$ cat src/rtl/pixel_fifo_pkg.sv
// Shared definitions for the pixel FIFO read side: word layout, flag positions, FSM states.
// Flag bits sit directly above the payload in each FIFO word.
package pixel_fifo_pkg;

   localparam int DATA_WIDTH_DEF = 35;
   localparam int PAYLOAD_W_DEF  = 32;
   localparam int CNT_W_DEF      = 16;

   localparam int FLAG_SOF = 34;
   localparam int FLAG_EOL = 33;
   localparam int FLAG_EOF = 32;

   typedef enum logic {
      IDLE = 1'b0,
      POP  = 1'b1
   } rd_state_t;

   typedef struct packed {
      logic sof;
      logic eol;
      logic eof;
   } frame_flags_t;

endpackage

$ cat src/rtl/fifo_rd_outreg.sv
// Output holding register: loads one word when the slot is free; the word stays put until out_ready is seen.
// Zero-latency accept; a new load may replace a word in the same cycle that word is accepted.
module fifo_rd_outreg
   import pixel_fifo_pkg::*;
#(
   parameter int PAYLOAD_W = PAYLOAD_W_DEF
)(
   input  logic                 clk_rd,
   input  logic                 rst,
   input  logic                 clear,
   input  logic                 load,
   input  logic [PAYLOAD_W-1:0] load_data,
   input  frame_flags_t         load_flags,
   input  logic                 out_ready,
   output logic [PAYLOAD_W-1:0] out_data,
   output frame_flags_t         out_flags,
   output logic                 out_valid,
   output logic                 accept,
   output logic                 slot_free
);

   assign accept    = out_valid & out_ready;
   assign slot_free = ~out_valid | out_ready;

   always_ff @(posedge clk_rd or posedge rst) begin
      if (rst) begin
         out_data  <= '0;
         out_flags <= '0;
         out_valid <= 1'b0;
      end else if (clear) begin
         out_data  <= '0;
         out_flags <= '0;
         out_valid <= 1'b0;
      end else if (load) begin
         out_data  <= load_data;
         out_flags <= load_flags;
         out_valid <= 1'b1;
      end else if (accept) begin
         out_valid <= 1'b0;
      end
   end

endmodule

$ cat src/rtl/fifo_stream_reader.sv
// Pops the pixel FIFO with single-cycle rden pulses (max 1 word / 2 cycles, 1-cycle pop-to-valid)
// and streams payload+flags downstream; stalls popping while out_valid & !out_ready.
module fifo_stream_reader
   import pixel_fifo_pkg::*;
#(
   parameter int DATA_WIDTH = DATA_WIDTH_DEF,
   parameter int PAYLOAD_W  = PAYLOAD_W_DEF,
   parameter int CNT_W      = CNT_W_DEF
)(
   input  logic                  clk_rd,
   input  logic                  rst,
   input  logic                  enable,
   input  logic                  clear,
   input  logic [DATA_WIDTH-1:0] fifo_data,
   input  logic                  fifo_empty,
   output logic                  fifo_rden,
   output logic [PAYLOAD_W-1:0]  out_data,
   output logic                  out_sof,
   output logic                  out_eol,
   output logic                  out_eof,
   output logic                  out_valid,
   input  logic                  out_ready,
   output logic [CNT_W-1:0]      word_count,
   output logic                  underrun,
   output logic [CNT_W-1:0]      underrun_count
);

   rd_state_t    state_q, state_d;
   logic         load;
   logic         accept;
   logic         slot_free;
   logic         in_frame;
   logic         eol_prev;
   logic         starve;
   frame_flags_t head_flags;
   frame_flags_t out_flags;

   assign head_flags.sof = fifo_data[FLAG_SOF];
   assign head_flags.eol = fifo_data[FLAG_EOL];
   assign head_flags.eof = fifo_data[FLAG_EOF];

   // The FIFO needs rden to drop between pops, so a load always passes through POP.
   always_comb begin
      state_d = state_q;
      load    = 1'b0;
      case (state_q)
         IDLE: begin
            if (enable && !fifo_empty && slot_free && !clear) begin
               load    = 1'b1;
               state_d = POP;
            end
         end
         POP:     state_d = IDLE;
         default: state_d = IDLE;
      endcase
   end

   always_ff @(posedge clk_rd or posedge rst) begin
      if (rst) begin
         state_q   <= IDLE;
         fifo_rden <= 1'b0;
      end else if (clear) begin
         state_q   <= IDLE;
         fifo_rden <= 1'b0;
      end else begin
         state_q   <= state_d;
         fifo_rden <= load;
      end
   end

   fifo_rd_outreg #(
      .PAYLOAD_W (PAYLOAD_W)
   ) u_outreg (
      .clk_rd     (clk_rd),
      .rst        (rst),
      .clear      (clear),
      .load       (load),
      .load_data  (fifo_data[PAYLOAD_W-1:0]),
      .load_flags (head_flags),
      .out_ready  (out_ready),
      .out_data   (out_data),
      .out_flags  (out_flags),
      .out_valid  (out_valid),
      .accept     (accept),
      .slot_free  (slot_free)
   );

   assign out_sof = out_flags.sof;
   assign out_eol = out_flags.eol;
   assign out_eof = out_flags.eof;

   assign starve = in_frame & enable & out_ready & ~out_valid & fifo_empty;

   always_ff @(posedge clk_rd or posedge rst) begin
      if (rst) begin
         word_count     <= '0;
         eol_prev       <= 1'b0;
         in_frame       <= 1'b0;
         underrun       <= 1'b0;
         underrun_count <= '0;
      end else if (clear) begin
         word_count     <= '0;
         eol_prev       <= 1'b0;
         in_frame       <= 1'b0;
         underrun       <= 1'b0;
         underrun_count <= '0;
      end else begin
         if (accept) begin
            // A line restarts on sof or on the word after an eol.
            if (out_flags.sof || eol_prev)
               word_count <= CNT_W'(1);
            else
               word_count <= word_count + CNT_W'(1);
            eol_prev <= out_flags.eol;
            if (out_flags.eof)
               in_frame <= 1'b0;
            else if (out_flags.sof)
               in_frame <= 1'b1;
         end
         if (starve) begin
            underrun <= 1'b1;
            if (underrun_count != '1)
               underrun_count <= underrun_count + CNT_W'(1);
         end
      end
   end

endmodule

$ cat config.mk
export PLATFORM = sky130hd
export DESIGN_NAME = fifo_stream_reader
export DESIGN_NICKNAME = d
export VERILOG_FILES = /design/src/rtl/pixel_fifo_pkg.sv /design/src/rtl/fifo_rd_outreg.sv /design/src/rtl/fifo_stream_reader.sv
export SDC_FILE = /design/constraint.sdc
export NUM_CORES = 1
export LEC_CHECK = 0
export BUFFER_PORTS_ARGS = -buffer_cell sky130_fd_sc_hd__buf_2
export CAP_MARGIN = 20
export CELL_PAD_IN_SITES_DETAIL_PLACEMENT = 1
export CELL_PAD_IN_SITES_GLOBAL_PLACEMENT = 2
export CORE_UTILIZATION = 27
export DETAILED_ROUTE_END_ITERATION = 8
export PLACE_DENSITY = 0.78
export SYNTH_ARGS = -nofsm -noshare
export SYNTH_HDL_FRONTEND = slang
export SYNTH_SLANG_ARGS = --single-unit
$ cat constraint.sdc
create_clock -name clk_rd -period 2 [get_ports clk_rd]
set_input_delay 0.1 -clock clk_rd [delete_from_list [all_inputs] [get_ports clk_rd]]
set_output_delay 0.1 -clock clk_rd [all_outputs]
set_load 0.01 [all_outputs]
**Yosys cells after proc, flatten, opt, wreduce, memory -nomap -nowiden**

Index checks and enable logic that the tools add are counted.

- Bits in writable memories: 0
- Bits in latches: 0
- Memories kept: 0
- Register bits: 73
- Word-level logic and storage cells: 63
- Input port bits: 41
- Output and inout bits: 70
- ROM bits: 0

- Shift-type cells: 0
- Add/subtract/negate cells: 2
- $mul: 0
- Div/mod/pow operators: 0
- Reduce and logical (&&, ||, !) cells: 14
- Bitwise operators: 8
- Equality and inequality tests: 1
- Order comparisons: 0
- Muxes and demuxes: 26

Operator list:

| operator | number |
|---|---|
| $mux W16 | 6 |
| $mux W32 | 2 |
| $add A16 B1 Y16 const B | 2 |
| $ne A16 B16 Y1 const B | 1 |
| $mux W1 | 15 |
| $reduce_bool A2 Y1 | 4 |
| $mux W3 | 2 |
| $reduce_bool A3 Y1 | 2 |
| $and A1 B1 Y1 | 5 |
| $reduce_and A2 Y1 | 2 |
| $logic_and A1 B1 Y1 | 3 |
| $logic_not A1 Y1 | 2 |
| $not A1 Y1 | 2 |
| $pmux W1 S2 | 1 |
| $logic_or A1 B1 Y1 | 1 |
| $or A1 B1 Y1 | 1 |

**Longest topological paths before layout**

Gate-level depths: netlist of the first run.

- Word-level depth: 8
- Gate-level depth with buffers: 6
- Depth with buffers taken out: 6

**Cells and area by module**

From an unflattened synthesis of the first run, not the netlist that was laid out.

- Cell total of the unflattened synthesis: 317
- Area, all modules: 3447.1 um^2

By module, submodules not included:

| module | area each (um^2) | cells an instance | times used |
|---|---|---|---|
| fifo_stream_reader | 1950.6 | 198 | 1 |
| fifo_rd_outreg | 1496.4 | 119 | 1 |

**Worst setup path before layout of the first run**

No wires, ideal clock.

- Path kind: register to register
- Start: reg u_outreg.out_valid
- End: reg word_count[7]
- Data required time: 1922 ps
- Arrival: 1534 ps
- Path buffers: 1
- Library setup time: 78 ps
- Slack: 389 ps
- Stages on the path, launching flop included: 6
- Clock period less this slack: 1611 ps
- Cell sequence: dfrtp_1 -> buf_4 -> a21oi_2 -> or3_1 -> or3_1 -> a21oi_1

- Word-level cells in the longest chain between the ends: 2

Ends and longest elaborated chain:

| what | RTL line | RTL |
|---|---|---|
| start, declared | fifo_rd_outreg.sv:17 | `output logic out_valid,` |
| start signal, assigned | fifo_rd_outreg.sv:29 | `out_valid <= 1'b0;` |
| start signal, assigned | fifo_rd_outreg.sv:33 | `out_valid <= 1'b0;` |
| start signal, assigned | fifo_rd_outreg.sv:37 | `out_valid <= 1'b1;` |
| $and A1 B1 Y1 | fifo_rd_outreg.sv:22 | `assign accept = out_valid & out_ready;` |
| $reduce_bool A2 Y1 (no line) | -- |  |
| end signal, assigned | fifo_stream_reader.sv:113 | `word_count <= word_count + CNT_W'(1);` |
| end, declared | fifo_stream_reader.sv:23 | `output logic [CNT_W-1:0] word_count,` |

Every way passes these cells.
A chain may end at the register's enable or synchronous reset.

**Worst setup path after layout of the first run**

- Start: reg underrun_count[2]
- End: reg underrun_count[15]

- Word-level cells in the longest chain between the ends: 4
- Elaborated cells between the ends (all ways): 7

Ends and longest elaborated chain:

| what | RTL line | RTL |
|---|---|---|
| start, declared | fifo_stream_reader.sv:25 | `output logic [CNT_W-1:0] underrun_count` |
| start signal, assigned | fifo_stream_reader.sv:123 | `underrun_count <= underrun_count + CNT_W'(1);` |
| $add A16 B1 Y16 | fifo_stream_reader.sv:123 |  |
| $mux W16 | fifo_stream_reader.sv:122 | `if (underrun_count != '1)` |
| $mux W16 | fifo_stream_reader.sv:120 | `if (starve) begin` |
| $mux W16 | fifo_stream_reader.sv:101 | `end else if (clear) begin` |

Several ways; a longest one is shown, not always the timed one. The select of a mux whose other input is x is not followed.

==> results of run 1 <==
==> state kept, by name, summed over array words and instances (netlist names) <==
name / count
u_outreg.out_data: 32
underrun_count: 16
word_count: 16
u_outreg.out_flags: 3
eol_prev: 1
fifo_rden: 1
in_frame: 1
u_outreg.out_valid: 1
underrun: 1
==> cells by family (layout without fill, tap and decap cells) <==
kind of cell               count (synthesis)  in the layout
and+or+nand+nor                          165            165
DFF                                       72             72
AOI/OAI and AO/OA                         65             65
xor gates and xnor gates                  21             21
buffers and inverters                     18            168
adders and majority gates                  2              2
muxes                                      1              1
==> critical path: stages (launching register included) <==
cell	delay, ps
dfrtp_1	460
nand4_2	160
nor4_4	400
o211ai_2	190
or3_1	330
a21oi_1	150
==> cells in the mapped netlist (2+ instances only) <==
cell	instances
dfrtp_1	72
nand2_1	48
nand2b_1	36
o21ai_0	33
nor2_1	32
xor2_1	19
nand3_1	12
a21oi_1	9
clkbuf_1	9
nor3_1	7
and3_1	6
buf_2	6
o21ai_1	6
o211ai_1	5
nand4_1	4
or3_1	4
and2_1	3
a311oi_1	2
ha_1	2
xnor2_1	2
==> power groups by stage <==
| stage | registers, mW | logic [mW] | clock network [mW] |
|---|---|---|---|
| 2_1_floorplan | 1.56 | 0.108 | 0 |
| 3_3_place_gp | 1.55 | 0.248 | 0 |
| 3_5_place_dp | 1.55 | 0.252 | 0 |
| 4_1_cts | 1.52 | 0.305 | 1.92 |
| 5_1_grt | 1.53 | 0.336 | 1.97 |
| 6_report | 1.52 | 0.302 | 1.86 |
==> per-layer routing <==
layer / global-route usage [%] / share of wire, % / vias to the layer above
met5: 0 / 0 / -
met2: 26.7 / 49 / 74
met4: 7.19 / 2.0 / 0
li1: - / - / 1455
met3: 3.67 / 4.5 / 16
met1: 20.8 / 45 / 1450
==> cell type report <==
class                   instances  area, µm²
fillers                      1374       7260
flip-flops and latches         72       1800
multi-input cells             254       1480
repair buffers                151        971
clock buffers                   9        225
well taps                     168        210
clock inverters                 7        119
inverters                       1       3.75
==> stage by stage <==
| step | utilization (%) | cell area [µm²] | power [mW] | setup slack [ps] |
|---|---|---|---|---|
| 3_3_place_gp | 34.1 | 4110 | 1.80 | 328 |
| 6_report | 39.8 | 4810 | 3.69 | 234 |
| 3_5_place_dp | 34.1 | 4110 | 1.80 | 246 |
| 2_1_floorplan | - | 3350 | 1.67 | 75.1 |
| 5_1_grt | 39.8 | 4810 | 3.84 | 97.7 |
| 4_1_cts | 39.8 | 4810 | 3.75 | 235 |
==> path summary, 6_finish.rpt <==
check | end | slack [ps] | cells past startpoint
setup / recovery | underrun_count[15] | 230 | 5
hold / removal | u_outreg.out_flags[0] | 20 | 3
setup reg to reg | underrun_count[15] | 230 | 5
hold reg to reg | underrun | 530 | 2
max in group asynchronous | u_outreg.out_data[1] | 1310 | 4
min in group asynchronous | word_count[15] | 390 | 4
==> repair_timing <==
| action | 4_1_cts | 5_1_grt |
|---|---|---|
| resized for setup | 0 | 0 |
| hold endpoints to repair | 106 | 0 |
| hold buffers | 35 | 0 |
==> out/results.txt, run 1 <==
first-pass GRT wire length: 16,200 µm
max-capacitance violation count: 0
routed vias/inst: 4.52
crit path time final: 1770 ps
largest family of logic cells by synthesized area: simple AND/OR/NAND/NOR gates
Die Y: 113 µm
Routed Antenna Nets: 0
CTS sink cnt: 72
Area Overhead vs Synth: 43.4%
switching pwr: 0.827 mW
Post-synth EDFFs: 0
status: completed
Seq/Total Area, Yosys: 53.8%
Comb pwr share: 8.2%
Clk Latency, worst-skew pair: 340 ps
dpl cells: 611
mux contribution to synthesized area: 0.299%
Layout Nets: 532
Peak Freq: 0.566 GHz
actual slew at the worst max-slew pin: 451 ps
GPL Wtd Cong: 0.764
Starting Density: 27.8%
final setup vio count: 0
TritonCTS Buffers: 9
final worst path period share: 88.3%
Clk pin slew, worst setup/hold paths: 60 ps
P_leak: 2.31 nW
ys async rst share: 100%
Horiz. Die Dim: 113 µm
Synthesis Warnings: 0
Clock power frac: 50.5%
layout cells sized above 1: 29.1%
vias in the first global route: 3,152
worst hold path type: primary input to register
core area: 12,100 µm²
Layout Skew: 4.91 ps
RSZ-0062 raised after global routing: no
Setup crit start: underrun_count[2]
DR vias: 2,995
Syn Std Cell Area: 3350 µm²
Adder-Cell Fraction of Synth Area: 0.747%
setup tns final: 0 ps
FP Rows: 40
switch share: 22.4%
CTS tree: done
syn_area_per_cell: 9.74 µm²
#FFs+latches synth: 72
WS Path Type: register to register
Synth Instances: 344
Wirelength per Cell: 14.7 µm
post-CTS setup buffer count: 0
antenna violations before repair: 0
Netlist cell types: 47
startpoint types: register
final cell count without fillers: 662
Max Slew Vio Count: 0
all-layer global routing usage: 16.3%
largest net degree at the start of global routing: 73
largest area contributor in the netlist: dfrtp_1
crit path max fanout: 7
RR Startpoint: underrun_count[2]
DR pass1 iterations: 4
Reg power frac: 41.3%
post-DP HPWL: 6300 µm
Main synth FF type: dfrtp_1
n_diodes: 0
compound-cell area share of the yosys netlist: 11.3%
commonest cells after routing, fill and taps aside: buf_2, dfrtp_1, nand2_1
Post-route DRC: 0
Port Buf Inserts: 110
Max rail drop VDD: 0.000647 V
die area: 12,900 µm²
Max Buffers Root-to-Sink: 2
worst hold slack: 18.9 ps
Hold Crit Start: fifo_data[32]
remaining global-route overflow: 0
Post-Route WL: 9750 µm
Int Power: 2.86 mW
Pwr Density: 767 nW/µm²
Simple-Gate Fraction of Synth Area: 26.0%
commonest non-fill, non-tap cell in the layout: buf_2
crit path DAT: 2030 ps
H-tree depth: 3
IO Pins: 111
Critical Path End Type: register
Root Driver: clkbuf_16
largest cells by area after synthesis: dfrtp_1, nand2b_1, nand2_1, xor2_1, o21ai_0
post-synth top area share: 53.8%
Hold Fails Final Rpt: 0
worst path required time: 2260 ps
Post-Syn Nets: 387
xor/xnor share of the synthesized area: 5.49%
Slew headroom: 69.7%
Iteration-0 DRC Markers: 80
Power figures use the tool's default switching activity.
==> run 2, diff against run 1 <==
ABC_AREA = 1   (was unset)
CORE_UTILIZATION = 26   (was 27)
PLACE_DENSITY = 0.79   (was 0.78)
==> out/results.txt, run 2 <==
worst path required time: 2270 ps
post-DP HPWL: 7520 µm
Post-synth EDFFs: 0
Netlist cell types: 33
core area: 12,800 µm²
final worst path period share: 86.0%
Post-Route WL: 11,000 µm
status: completed
worst hold slack: 102 ps
commonest cells after routing, fill and taps aside: nand2_1, buf_2, dfrtp_1
max FFs per register: 32
DR pass1 iterations: 4
commonest non-fill, non-tap cell in the layout: nand2_1
Post-route DRC: 0
die area: 13,800 µm²
Horiz. Die Dim: 117 µm
CTS tree: done
actual slew at the worst max-slew pin: 619 ps
commonest cells in the netlist: nand2_1, dfrtp_1, nand3_1
FP Rows: 41
max-capacitance violation count: 0
Synth Instances: 433
TritonCTS Buffers: 9
Area Overhead vs Synth: 42.5%
Starting Density: 27.0%
worst-case reg-to-reg path depth: 10
Largest Register: u_outreg.out_data
RSZ-0062 raised after global routing: no
Pwr Density: 739 nW/µm²
post-synth top area share: 51.9%
Die Y: 117 µm
ys async rst share: 100%
n_diodes: 0
antenna violations before repair: 1
routed vias/inst: 4.51
Adder-Cell Fraction of Synth Area: 0.722%
syn_area_per_cell: 8.01 µm²
Slew headroom: 58.6%
GPL Wtd Cong: 0.733
DR vias: 3,448
xor/xnor share of the synthesized area: 2.02%
remaining global-route overflow: 0
Max rail drop VDD: 0.000337 V
Seq/Total Area, Yosys: 51.9%
Syn Std Cell Area: 3470 µm²
Routed Antenna Nets: 0
top-count cell post-synth: nand2_1
H-tree depth: 3
first-pass GRT wire length: 18,700 µm
Peak Freq: 0.582 GHz
Hold Fails Final Rpt: 0
Simple-Gate Fraction of Synth Area: 32.3%
Area after DPL: 4240 µm²
Main synth FF type: dfrtp_1
Layout Nets: 630
compound-cell area share of the yosys netlist: 7.14%
Clk pin slew, worst setup/hold paths: 60 ps
Layout Skew: 3.62 ps
Clk Latency, worst-skew pair: 340 ps
largest family of logic cells by synthesized area: simple AND/OR/NAND/NOR gates
IO Pins: 111
mux contribution to synthesized area: 0%
fill cell count: 1,575
all-layer global routing usage: 16.9%
WS Path Type: register to register
CTS sink cnt: 72
crit path DAT: 1990 ps
top flop regs: u_outreg.out_data x32, underrun_count x16, word_count x16
largest cells by area after synthesis: dfrtp_1, nand2_1, nand3_1, nor2_1, inv_1
Critical Path End Type: register
#FFs+latches synth: 72
Port Buf Inserts: 110
setup tns final: 0 ps
Synthesis Warnings: 0
vias in the first global route: 3,769
worst hold path type: primary input to register
P_leak: 2.61 nW
startpoint types: register
pre-CTS setup slack: 174 ps
Iteration-0 DRC Markers: 134
Post-Syn Nets: 476
crit path max fanout: 17
Max Slew Vio Count: 0
Wirelength per Cell: 14.4 µm
Finished Cell Area: 4940 µm²
Max Buffers Root-to-Sink: 2
layout cells sized above 1: 26.9%
largest net degree at the start of global routing: 73
crit path time final: 1720 ps
Hold Path Depth: 3
largest area contributor in the netlist: dfrtp_1
final setup vio count: 0
Root Driver: clkbuf_16
crit path setup slack, layout: 280 ps
run 2: cell type report:
| type | instances | area [µm²] | share of cell area [%] |
|---|---|---|---|
| Clock inverter | 5 | 78.8 | 1.60 |
| Inverter | 34 | 128 | 2.58 |
| Tap cell | 172 | 215 | 4.36 |
| Timing Repair Buffer | 156 | 998 | 20.2 |
| Sequential cell | 72 | 1800 | 36.5 |
| Multi-Input combinational cell | 314 | 1470 | 29.7 |
| Clock buffer | 11 | 253 | 5.12 |
run 2: cell families after synthesis:
kind of cell	count (synthesis)
AND/OR/NAND/NOR	262
flip-flops	72
buffers and inverters	47
AO/OA/AOI/OAI	42
XOR/XNOR	8
adder cells (fa/ha/maj)	2
run 2: routing by layer:
metal / vias up / GRT usage, % / part of all wire (%)
li1: 1696 / - / -
met1: 1654 / 20.7 / 45
met2: 86 / 27.8 / 48
met3: 12 / 4.94 / 6.0
met4: 0 / 6.49 / 1.6
met5: - / 0 / 0
run 2: path summary, 6_finish.rpt:
path / from / to / slack (ps)
worst max-delay path: underrun_count[0] / underrun_count[2] / 280
worst min-delay path: out_ready / eol_prev / 100
worst max register to register: underrun_count[0] / underrun_count[2] / 280
worst min register to register: u_outreg.out_flags[0] / in_frame / 490
max in group asynchronous: rst / underrun_count[5] / 1280
min in group asynchronous: rst / u_outreg.out_data[26] / 380
run 2: critical path, cell delays in order (launching register included):
cell and delay (ps):
dfrtp_1 400, ha_1 230, nand3_1 180, inv_2 100
nand2_2 60, nor2_1 80, nand2_1 90, nand2_4 180
buf_4 180, nand2_1 60, o21ai_1 70
run 2: timing repair:
action                                 4_1_cts  5_1_grt
endpoints found under the hold margin      107        0
setup endpoints to repair                    0        5
resized for setup                            0        1
buffers inserted                             0        0
hold buffers                                36        0
run 2: stage by stage:
step / instances / utilization, % / total power [mW]
after global routing: 764 / 38.5 / 3.80
after floorplan: 433 / - / 1.70
after detailed placement: 712 / 33.1 / 1.84
after CTS: 764 / 38.5 / 3.71
final: 764 / 38.5 / 3.65
after global placement: 712 / 33.1 / 1.83
run 2: where the power goes:
group | internal [mW] | leakage, nW | switching (mW)
Clock | 1.16 | 0.165 | 0.635
Combinational | 0.143 | 1.45 | 0.189
Sequential | 1.50 | 0.991 | 0.0281
==> run 3, diff against run 2 <==
CORE_UTILIZATION = 30   (was 26)
PLACE_DENSITY = 0.85   (was 0.79)
clock period = 2.1 ns   (was 2 ns; I/O delays follow)
==> out/results.txt, run 3 (synthesized netlist as in run 2, its figures left out) <==
IO Pins: 111
pre-CTS setup slack: 297 ps
antenna violations before repair: 0
Wirelength per Cell: 14.6 µm
Post-route DRC: 0
Layout Skew: 5.11 ps
P_leak: 2.58 nW
Peak Freq: 0.561 GHz
setup tns final: 0 ps
Pwr Density: 710 nW/µm²
Largest stage delay, worst path: 400 ps
Area Overhead vs Synth: 40.2%
remaining global-route overflow: 0
all-layer global routing usage: 19.1%
Hold Fails Final Rpt: 0
switching pwr: 0.791 mW
final worst path period share: 84.9%
Die Y: 110 µm
n_diodes: 0
Clk Latency, worst-skew pair: 330 ps
Post-Route WL: 10,700 µm
Clk pin slew, worst setup/hold paths: 60 ps
Layout Nets: 627
vias in the first global route: 3,569
Max Buffers Root-to-Sink: 2
status: completed
CTS sink cnt: 72
actual slew at the worst max-slew pin: 785 ps
family with the most delay on the worst path: simple AND/OR/NAND/NOR gates
post-DP HPWL: 7410 µm
Iteration-0 DRC Markers: 105
FP Rows: 38
final setup vio count: 0
Int Power: 2.66 mW
crit path time final: 1780 ps
DR vias: 3,384
Root Driver: clkbuf_16
startpoint types: register
DR pass1 iterations: 4
worst hold path type: primary input to register
commonest cells after routing, fill and taps aside: nand2_1, buf_2, dfrtp_1
TritonCTS Buffers: 9
first-pass GRT wire length: 17,500 µm
Slew headroom: 47.6%
CP cell instances: ha_1 -> nand3_1 -> inv_2 -> nand2_2 -> nor2_1 -> nand2_1 -> nand2_2 -> inv_1 -> nand2_1 -> nand2_1
crit path DAT: 2000 ps
largest net degree at the start of global routing: 37
most used cell, CP: nand2_1
H-tree depth: 3
switch share: 22.9%
commonest non-fill, non-tap cell in the layout: nand2_1
Routed Antenna Nets: 0
Critical Path End Type: register
max-capacitance violation count: 0
Max rail drop VDD: 0.000399 V
worst path required time: 2320 ps
CTS tree: done
Comb pwr share: 9.2%
Worst R2R Setup Slack: 320 ps
crit path setup slack, layout: 317 ps
Worst Path Buf+Inv: 2
Reg power frac: 42.1%
Max Slew Vio Count: 0
crit path max fanout: 23
Clock power frac: 48.7%
Horiz. Die Dim: 110 µm
total power: 3.46 mW
Largest Register: u_outreg.out_data
dpl cells: 677
final cell count without fillers: 728
slowest stage cell, crit path: dfrtp_1
post-cts resize count: 0
RSZ-0062 raised after global routing: no
Starting Density: 31.4%
layout cells sized above 1: 26.2%
GPL Wtd Cong: 0.757
die area: 12,000 µm²
top flop regs: u_outreg.out_data x32, underrun_count x16, word_count x16
routed vias/inst: 4.65
max FFs per register: 32
Port Buf Inserts: 110
WS Path Type: register to register
core area: 11,000 µm²
==> run 3: changes by cell type in the layout (fill, tap and decap cells not counted), sizes merged <==
| cell | previous run | this run |
|---|---|---|
| clkbuf | 11 | 12 |
| clkinv | 3 | 1 |
| buf | 120 | 117 |
==> run 3: timing repair <==
action | 4_1_cts | 5_1_grt
hold buffers | 36 | 0
buffers inserted | 0 | 0
endpoints found under the hold margin | 68 | 0
==> run 3: layout make-up <==
cell class / count / area [µm²]
Fill cell: 1362 / 6170
Sequential cell: 72 / 1800
Multi-Input combinational cell: 314 / 1460
Timing Repair Buffer: 153 / 976
Clock buffer: 12 / 256
Tap cell: 140 / 175
Inverter: 34 / 128
Clock inverter: 3 / 65.1
==> run 3: power groups by stage <==
stage	clock, mW	sequential, mW	combinational (mW)
2_1_floorplan	0	1.50	0.121
3_3_place_gp	0	1.48	0.265
3_5_place_dp	0	1.48	0.271
4_1_cts	1.72	1.46	0.322
5_1_grt	1.77	1.46	0.357
6_report	1.68	1.46	0.318
==> run 3: final timing paths <==
path                                  startpoint                    end  cells past startpoint
min reg2reg                u_outreg.out_flags[0]               in_frame                      1
max in group asynchronous                    rst      underrun_count[1]                      4
max                            underrun_count[0]      underrun_count[7]                     10
min                                        clear          word_count[0]                      4
max reg2reg                    underrun_count[0]      underrun_count[7]                     10
min in group asynchronous                    rst  u_outreg.out_data[31]                      3
==> run 3: layer usage <==
layer / vias up / part of all wire (%) / track usage [%]
li1: 1683 / - / -
met1: 1593 / 46 / 24.1
met5: - / 0 / 0
met2: 99 / 47 / 31.3
met3: 9 / 6.5 / 5.75
met4: 0 / 1.2 / 6.29
==> run 3: worst reg2reg max path: cells and delay by family, from the launching register on <==
family	cells	cell delay (ps)
simple gates	7	850
buf+inv	2	210
flops	1	400
fa+ha+maj	1	220
==> run 3: stage by stage <==
step | hold slack (ps) | area (µm²) | utilization (%)
after floorplan | 222 | 3470 | -
final | 109 | 4860 | 44.1
after detailed placement | 310 | 4180 | 37.9
after global placement | 305 | 4180 | 37.9
after CTS | 95.9 | 4860 | 44.1
after global routing | 119 | 4860 | 44.1
